### src/rtl/rr_arbiter_4req.sv
// -----------------------------------------------------------------------------
// rr_arbiter_4req
//
// Purpose:
//   Four-requester round-robin arbiter for a shared resource. A rotating
//   priority search picks the first requester at or after the slot following
//   the last owner (wrapping 3->0). The owner keeps the grant until it drops
//   its request. Grants are registered so they can drive the resource select
//   directly and never glitch.
//
// Optional feature (compile-time macro HOLD_TIMEOUT_EN):
//   When defined, an owner is limited to MAX_HOLD consecutive grant cycles.
//   On timeout, the owner is masked and another requester is picked. If no
//   other requester is waiting, the owner is re-granted with a fresh count.
//   When undefined, the hold counter does not exist and MAX_HOLD/CNT_W are
//   only range-checked.
//
// Parameters:
//   MAX_HOLD  : max consecutive grant cycles per ownership (>= 2)
//   CNT_W     : hold counter width, 2**CNT_W >= MAX_HOLD
//
// Ports:
//   clk       : clock, rising edge
//   rst       : asynchronous active-high reset
//   req[3:0]  : request lines, req[i] high = requester i wants the resource
//   gnt[3:0]  : registered one-hot grant, all-zero when idle
//   gnt_id    : registered binary index of the owner, 2'b00 when idle
//   gnt_valid : registered, equals |gnt
// -----------------------------------------------------------------------------
module rr_arbiter_4req #(
  parameter int MAX_HOLD = 8,
  parameter int CNT_W    = 3
) (
  input  logic       clk,
  input  logic       rst,
  input  logic [3:0] req,
  output logic [3:0] gnt,
  output logic [1:0] gnt_id,
  output logic       gnt_valid
);

  // Reject configurations where the hold counter cannot reach MAX_HOLD-1.
  if ((MAX_HOLD < 2) || ((2 ** CNT_W) < MAX_HOLD)) begin : g_bad_cfg
    $error("rr_arbiter_4req: MAX_HOLD must be >= 2 and fit in CNT_W bits");
  end

  typedef enum logic {
    ST_IDLE  = 1'b0,
    ST_GRANT = 1'b1
  } state_t;

  state_t     r_state, w_state_nxt;
  logic [3:0] r_gnt, w_gnt_nxt;
  logic [1:0] r_gnt_id, w_gnt_id_nxt;
  logic       r_gnt_valid, w_gnt_valid_nxt;
  logic [1:0] r_ptr, w_ptr_nxt;

  logic       w_do_grant;
  logic [3:0] w_mask;
  logic [1:0] w_win;
  logic       w_owner_req;

`ifdef HOLD_TIMEOUT_EN
  logic [CNT_W-1:0] r_hold_cnt, w_hold_cnt_nxt;
  logic [3:0]       w_others;
`endif

  // Rotating priority search: scan ptr+1, ptr+2, ptr+3, ptr (mod 4).
  // Callers only use the result when mask is non-zero.
  function automatic logic [1:0] rr_pick(input logic [3:0] mask,
                                         input logic [1:0] ptr);
    logic [1:0] idx;
    logic [1:0] win;
    logic       found;
    win   = ptr;
    found = 1'b0;
    for (int k = 1; k <= 4; k++) begin
      idx = ptr + 2'(k);
      if (!found && mask[idx]) begin
        win   = idx;
        found = 1'b1;
      end
    end
    return win;
  endfunction

  function automatic logic [3:0] onehot4(input logic [1:0] id);
    return 4'b0001 << id;
  endfunction

`ifdef HOLD_TIMEOUT_EN
  function automatic logic [CNT_W-1:0] sat_inc(input logic [CNT_W-1:0] v);
    return (&v) ? v : v + 1'b1;
  endfunction
`endif

  assign w_owner_req = req[r_gnt_id];
  assign w_win       = rr_pick(w_mask, r_ptr);

`ifdef HOLD_TIMEOUT_EN
  assign w_others = req & ~onehot4(r_gnt_id);
`endif

  always_comb begin
    w_state_nxt     = r_state;
    w_gnt_nxt       = r_gnt;
    w_gnt_id_nxt    = r_gnt_id;
    w_gnt_valid_nxt = r_gnt_valid;
    w_ptr_nxt       = r_ptr;
    w_do_grant      = 1'b0;
    w_mask          = req;
`ifdef HOLD_TIMEOUT_EN
    w_hold_cnt_nxt  = r_hold_cnt;
`endif

    case (r_state)
      ST_IDLE: begin
        if (|req) w_do_grant = 1'b1;
      end
      ST_GRANT: begin
        if (w_owner_req) begin
`ifdef HOLD_TIMEOUT_EN
          if (r_hold_cnt == CNT_W'(MAX_HOLD - 1)) begin
            if (|w_others) begin
              w_mask     = w_others;
              w_do_grant = 1'b1;
            end else begin
              // Nobody else waiting: owner keeps the resource, fresh budget.
              w_hold_cnt_nxt = '0;
            end
          end else begin
            w_hold_cnt_nxt = sat_inc(r_hold_cnt);
          end
`endif
        end else if (|req) begin
          // Direct handoff on the release edge, no idle bubble.
          w_do_grant = 1'b1;
        end else begin
          w_state_nxt     = ST_IDLE;
          w_gnt_nxt       = 4'b0000;
          w_gnt_id_nxt    = 2'b00;
          w_gnt_valid_nxt = 1'b0;
        end
      end
      default: begin
        w_state_nxt = ST_IDLE;
      end
    endcase

    if (w_do_grant) begin
      w_state_nxt     = ST_GRANT;
      w_gnt_nxt       = onehot4(w_win);
      w_gnt_id_nxt    = w_win;
      w_gnt_valid_nxt = 1'b1;
      w_ptr_nxt       = w_win;
`ifdef HOLD_TIMEOUT_EN
      w_hold_cnt_nxt  = '0;
`endif
    end
  end

  always_ff @(posedge clk or posedge rst) begin
    if (rst) begin
      r_state     <= ST_IDLE;
      r_gnt       <= 4'b0000;
      r_gnt_id    <= 2'b00;
      r_gnt_valid <= 1'b0;
      r_ptr       <= 2'b11;
`ifdef HOLD_TIMEOUT_EN
      r_hold_cnt  <= '0;
`endif
    end else begin
      r_state     <= w_state_nxt;
      r_gnt       <= w_gnt_nxt;
      r_gnt_id    <= w_gnt_id_nxt;
      r_gnt_valid <= w_gnt_valid_nxt;
      r_ptr       <= w_ptr_nxt;
`ifdef HOLD_TIMEOUT_EN
      r_hold_cnt  <= w_hold_cnt_nxt;
`endif
    end
  end

  assign gnt       = r_gnt;
  assign gnt_id    = r_gnt_id;
  assign gnt_valid = r_gnt_valid;

endmodule

### config.mk
export PLATFORM = sky130hd
export DESIGN_NAME = rr_arbiter_4req
export DESIGN_NICKNAME = d
export VERILOG_FILES = /design/src/rtl/rr_arbiter_4req.sv
export SDC_FILE = /design/constraint.sdc
export NUM_CORES = 1
export LEC_CHECK = 0
export ABC_AREA = 1
export CAP_MARGIN = 20
export CORE_ASPECT_RATIO = 1.2
export CORE_MARGIN = 3
export CORE_UTILIZATION = 40
export CTS_BUF_LIST = sky130_fd_sc_hd__clkbuf_8
export CTS_CLUSTER_DIAMETER = 100
export DETAILED_ROUTE_END_ITERATION = 8
export GPL_ROUTABILITY_DRIVEN = 0
export PLACE_DENSITY = 0.69
export SYNTH_ARGS = -nofsm -noshare
export SYNTH_HDL_FRONTEND = slang
export SYNTH_SLANG_ARGS = --single-unit
### constraint.sdc
create_clock -name clk -period 2.1 [get_ports clk]
set_clock_uncertainty 0.1 [all_clocks]
set_input_delay 0.315 -clock clk [delete_from_list [all_inputs] [get_ports clk]]
set_output_delay 0.315 -clock clk [all_outputs]
set_load 0.05 [all_outputs]
==> flow_summary.json, run 1 <==
{
  "cp_cell_sequence": "clkdlybuf4s50_1",
  "cts_tree": "built",
  "synth_area_per_cell_um2": 7.223,
  "slew_violations": 0,
  "startpoint": "gnt_id[0]",
  "grt_pass1_wl_um": 2870,
  "dpl.hpwl_um": 1274,
  "r2r-start": "r_ptr[0]",
  "hold_viol_final": 0,
  "cap_violations": 0,
  "yosysSeqAreaShare_pct": 31.81,
  "drc": 0,
  "worstMarginPinSlew_ns": 0.5114,
  "synthCells": 110,
  "grtUsageTotal_pct": 15.78,
  "required_ns": 1.68,
  "drive_gt1_share_pct": 24.19,
  "regArea_um2": 252.7,
  "pin_count": 13,
  "finalCritPeriodShare_pct": 91.10,
  "routedWlPerCell_um": 11.84,
  "port-buffer-count": 12,
  "synth-seq-cells": 10,
  "coreArea_mm2": 0.001851,
  "ys_types": 20,
  "clk_pin_slew_worst_paths_ns": 0.05,
  "setup_tns_ns": 0,
  "critical_path_cell_count": 1,
  "start_util_pct": 42.93,
  "crit_buf_inv": 1,
  "max_stage_delay_ns": 0.84,
  "synth_xor_area_share_pct": 0,
  "min_path_type": "input port to asynchronous set/reset pin",
  "core.rowCount": 17,
  "cp_max_fo": 6,
  "r2r_slack_ns": 0.34,
  "vias_per_cell": 5.021,
  "fp.dieArea_mm2": 0.002559,
  "cts_max_path_buffers": 2,
  "synthTopCellsByArea": "dfrtp_1 25%, nand2_1 23%, nand2_2 8.7%, dfstp_2 6.6%, nand3_1 5.7%",
  "muxShareOfSynthArea_pct": 2.835,
  "rr_worst_depth": 11,
  "synth_top_family_by_area": "simple AND/OR/NAND/NOR gates",
  "dr.pass1.iters": 4,
  "root_buffer": "clkbuf_8",
  "fin_ws_ns": 0.1869,
  "mostFrequentLayoutCell": "nand2_1",
  "fin_crit_ns": 1.913,
  "multi_input_area_um2": 469.2,
  "antenna_found_initial": 0,
  "yosysTopAreaCellShare_pct": 25.20,
  "synthArstFlopShare_pct": 100.0,
  "synthAdderAreaFrac_pct": 0,
  "gr-total-overflow": 0,
  "first_global_vias": 692,
  "fp.dieW_um": 46.69,
  "synth_top_flop_cell": "dfrtp_1",
  "outcome": "finished clean",
  "fill_cells": 176,
  "post_cts.repair.setup_buffers": 0,
  "die_h_um": 54.82,
  "synthSimpleGateAreaFrac_pct": 50.08,
  "path_delay_family": "buffers and inverters",
  "place_worst_setup_slack_ns": 0.1607,
  "grt_max_degree": 11,
  "crit_path_top_delay_cell": "clkdlybuf4s50_1",
  "clk_latency_ns": 0.23,
  "fin_nets": 131,
  "first_iter_violations": 10,
  "rsz0062_at_grt": "false",
  "num_vias": 718,
  "synth_largest_area_cell": "dfrtp_1",
  "path_class": "register to output pin",
  "timing.rr.end": "gnt[1]",
  "setup_viol": 0,
  "cts.sinks": 10,
  "cp.arrival_ns": 1.50,
  "max_slew_margin_pct": 65.80,
  "endpoint_kind": "output pin",
  "yosys_warnings": 0,
  "ant_nets": 0,
  "synth_edf_count": 0,
  "cts.htree.levels": 1,
  "final_cell_mix": "49 x nand2_1, 12 x clkdlybuf4s50_1, 11 x nand2_2, 9 x nand3_1",
  "cts_hold_buf": 0,
  "area_delta_synth_final_pct": 20.94,
  "synth_fp_nets": 116,
  "cts_buffers": 3,
  "start_kind": "register",
  "worstSetupEndpoint": "gnt_id[0]",
  "ctsResizeCount": 0,
  "wirelength_um": 1693,
  "synth-compound-area-share_pct": 6.142,
  "diodes": 0,
  "syn-cell-area_um2": 794.5,
  "max_freq_mhz": 522.7
}
[cell usage after synthesis (2+ instances only)]
cell     count
nand2_1     49
nand2_2     11
nand3_1      9
dfrtp_1      8
inv_1        7
nand2_4      4
nor2_2       3
buf_6        2
dfstp_2      2
inv_4        2
nor2_1       2
o21ai_0      2
o21ai_1      2
[kinds of logic after synthesis]
group,after synthesis
muxes,1
buffers and inverters,12
DFF,10
and+or+nand+nor,80
AOI/OAI and AO/OA,7
[metal layers]
layer	global-route usage [%]	vias to the layer above	part of all wire [%]	wire [um]
li1	-	367	-	-
met3	2.303	8	1.4	23
met1	19.44	332	44	743
met5	0	-	0	0
met2	25.00	11	52	874
met4	10.60	0	3.1	52
[how the worst min path moves through the flow]
stage	endpoint	startpoint	slack, ns	cells after the start
after floorplan	gnt[0]	rst	0.05	1
after global placement	gnt[1]	gnt[1]	0.37	2
after detailed placement	gnt_valid	gnt_valid	0.37	2
after CTS	gnt[2]	rst	0.27	2
after global routing	gnt[2]	rst	0.29	2
final	gnt[3]	rst	0.26	2
[sequential cells by signal, summed over array words and instances, names as in the netlist]
| signal | flops |
|---|---|
| gnt | 4 |
| gnt_id | 2 |
| r_ptr | 2 |
| gnt_valid | 1 |
| r_state | 1 |
[layout make-up]
| cell class | count | area share [%] |
|---|---|---|
| Multi-Input combinational cell | 88 | 48.83 |
| Tap cell | 19 | 2.474 |
| Clock buffer | 3 | 4.297 |
| Clock inverter | 1 | 0.3906 |
| Timing Repair Buffer | 12 | 12.50 |
| Inverter | 10 | 5.208 |
| Sequential cell | 10 | 26.30 |
[stage by stage]
step	util, %	cells	hold slack, ns	area [um2]
CTS	51.93	143	0.2741	960.9
floorplan	-	110	0.05375	794.5
global route	51.93	143	0.2917	960.9
finish	51.93	143	0.2644	960.9
detailed placement	49.49	139	0.3652	915.9
global placement	49.49	139	0.3676	915.9
Power of run 1 is not shown: default switching activity piles up to over one toggle a cycle in this logic, so the estimate is an artifact.
==> run 2, diff against run 1 <==
--- a/config.mk
+++ b/config.mk
@@ -8,7 +8,7 @@
 export ABC_AREA = 1
 export CAP_MARGIN = 20
 export CORE_ASPECT_RATIO = 1.2
-export CORE_MARGIN = 3
+export CORE_MARGIN = 4
 export CORE_UTILIZATION = 40
 export CTS_BUF_LIST = sky130_fd_sc_hd__clkbuf_8
 export CTS_CLUSTER_DIAMETER = 100
==> constraint.sdc (replaced) <==
create_clock -name clk -period 2.5 [get_ports clk]
set_clock_uncertainty 0.1 [all_clocks]
set_input_delay 0.375 -clock clk [delete_from_list [all_inputs] [get_ports clk]]
set_output_delay 0.375 -clock clk [all_outputs]
set_load 0.05 [all_outputs]
==> flow_summary.json, run 2 (synthesized netlist as in run 1, its figures left out) <==
{
  "regArea_um2": 252.7,
  "coreArea_mm2": 0.001872,
  "largest_reg_flops": 4,
  "max_stage_delay_ns": 0.84,
  "clk_pin_slew_worst_paths_ns": 0.05,
  "pin_count": 13,
  "die_h_um": 56.82,
  "gr-total-overflow": 0,
  "first_global_vias": 698,
  "drc": 0,
  "rr_worst_depth": 11,
  "worstMarginPinSlew_ns": 0.4966,
  "clk_latency_ns": 0.24,
  "required_ns": 2.03,
  "hold_viol_final": 0,
  "grt_pass1_wl_um": 2870,
  "r2r-start": "r_ptr[0]",
  "cp_cell_sequence": "clkdlybuf4s50_1",
  "fp.dieW_um": 48.69,
  "core.rowCount": 17,
  "slew_violations": 0,
  "rsz0062_at_grt": "false",
  "root_buffer": "clkbuf_8",
  "crit_buf_inv": 1,
  "post_cts.repair.setup_buffers": 0,
  "drive_gt1_share_pct": 25.00,
  "routedWlPerCell_um": 11.10,
  "r2r_slack_ns": 0.75,
  "ant_nets": 0,
  "max_slew_margin_pct": 66.79,
  "max_freq_mhz": 506.3,
  "dpl.hpwl_um": 1242,
  "worstSetupEndpoint": "gnt_id[0]",
  "timing.rr.end": "gnt[0]",
  "setup_tns_ns": 0,
  "num_vias": 721,
  "cp_max_fo": 6,
  "outcome": "finished clean",
  "fin_nets": 131,
  "cts.htree.levels": 1,
  "cts_hold_buf": 0,
  "path_delay_family": "buffers and inverters",
  "crit_path_top_delay_cell": "clkdlybuf4s50_1",
  "path_class": "register to output pin",
  "cap_violations": 0,
  "fill_cells": 179,
  "multi_input_area_um2": 469.2,
  "dr.pass1.iters": 4,
  "setup_viol": 0,
  "cts_max_path_buffers": 2,
  "area_delta_synth_final_pct": 22.20,
  "ctsResizeCount": 0,
  "cts_tree": "built",
  "start_util_pct": 42.45,
  "wirelength_um": 1587,
  "grt_max_degree": 11,
  "final_cell_mix": "49 x nand2_1, 12 x clkdlybuf4s50_1, 11 x nand2_2, 9 x nand3_1, 8 x dfrtp_1",
  "mostFrequentLayoutCell": "nand2_1",
  "grtUsageTotal_pct": 12.81,
  "fin_crit_ns": 1.975,
  "min_path_type": "input port to asynchronous set/reset pin",
  "antenna_found_initial": 0,
  "vias_per_cell": 5.042,
  "cp.arrival_ns": 1.50,
  "startpoint": "gnt_id[0]",
  "port-buffer-count": 12,
  "first_iter_violations": 13,
  "endpoint_kind": "output pin",
  "cts.sinks": 10,
  "start_kind": "register",
  "finalCritPeriodShare_pct": 79.00,
  "diodes": 0,
  "cts_buffers": 3,
  "critical_path_cell_count": 1,
  "fp.dieArea_mm2": 0.002766
}
[run 2: metrics by stage]
step	instances	util [%]	worst slack, ns	instance area [um2]	hold WS, ns
after floorplan	110	-	0.7915	794.5	0.1137
after global placement	139	48.93	0.5229	915.9	0.3670
after detailed placement	139	48.93	0.5016	915.9	0.3641
after CTS	143	51.87	0.5076	970.9	0.3114
after global routing	143	51.87	0.4628	970.9	0.3500
final	143	51.87	0.5251	970.9	0.3019
[run 2: worst min path at each step]
stage	startpoint	end	slack [ns]	cells past startpoint
floorplan	rst	gnt[0]	0.11	1
global placement	gnt[1]	gnt[1]	0.37	2
detailed placement	gnt_valid	gnt_valid	0.36	2
CTS	rst	gnt[2]	0.31	2
global route	rst	gnt[3]	0.35	2
finish	rst	gnt[2]	0.30	2
[run 2: area by class of cell]
cell class / count / share of cell area, %
multi-input cells: 88 / 48.32
inverters: 10 / 5.155
flip-flops and latches: 10 / 26.03
repair buffers: 12 / 12.37
well taps: 19 / 2.448
clock buffers: 4 / 5.670
[run 2: layer usage]
layer	GRT usage [%]	wire, um	vias to the layer above
met4	8.077	44	0
met2	21.27	789	19
met3	1.857	48	5
li1	-	-	368
met1	15.15	703	329
met5	0	0	-
Power of run 2 is left out for the same reason.
==> run 3, diff against run 2 <==
==> constraint.sdc (replaced) <==
create_clock -name clk -period 2.1 [get_ports clk]
set_clock_uncertainty 0.1 [all_clocks]
set_input_delay 0.315 -clock clk [delete_from_list [all_inputs] [get_ports clk]]
set_output_delay 0.315 -clock clk [all_outputs]
set_load 0.05 [all_outputs]
==> results of run 3 <==
Same layout as run 2 (identical final DEF). Status: finished clean.
Main changes from that run: setup slack after placement 0.5016 ns -> 0.1616 ns; setup slack after layout 0.5251 ns -> 0.1851 ns; hold slack 0.3019 ns -> 0.2419 ns; register-to-register setup slack 0.75 ns -> 0.35 ns
Power of run 3 is left out for the same reason.
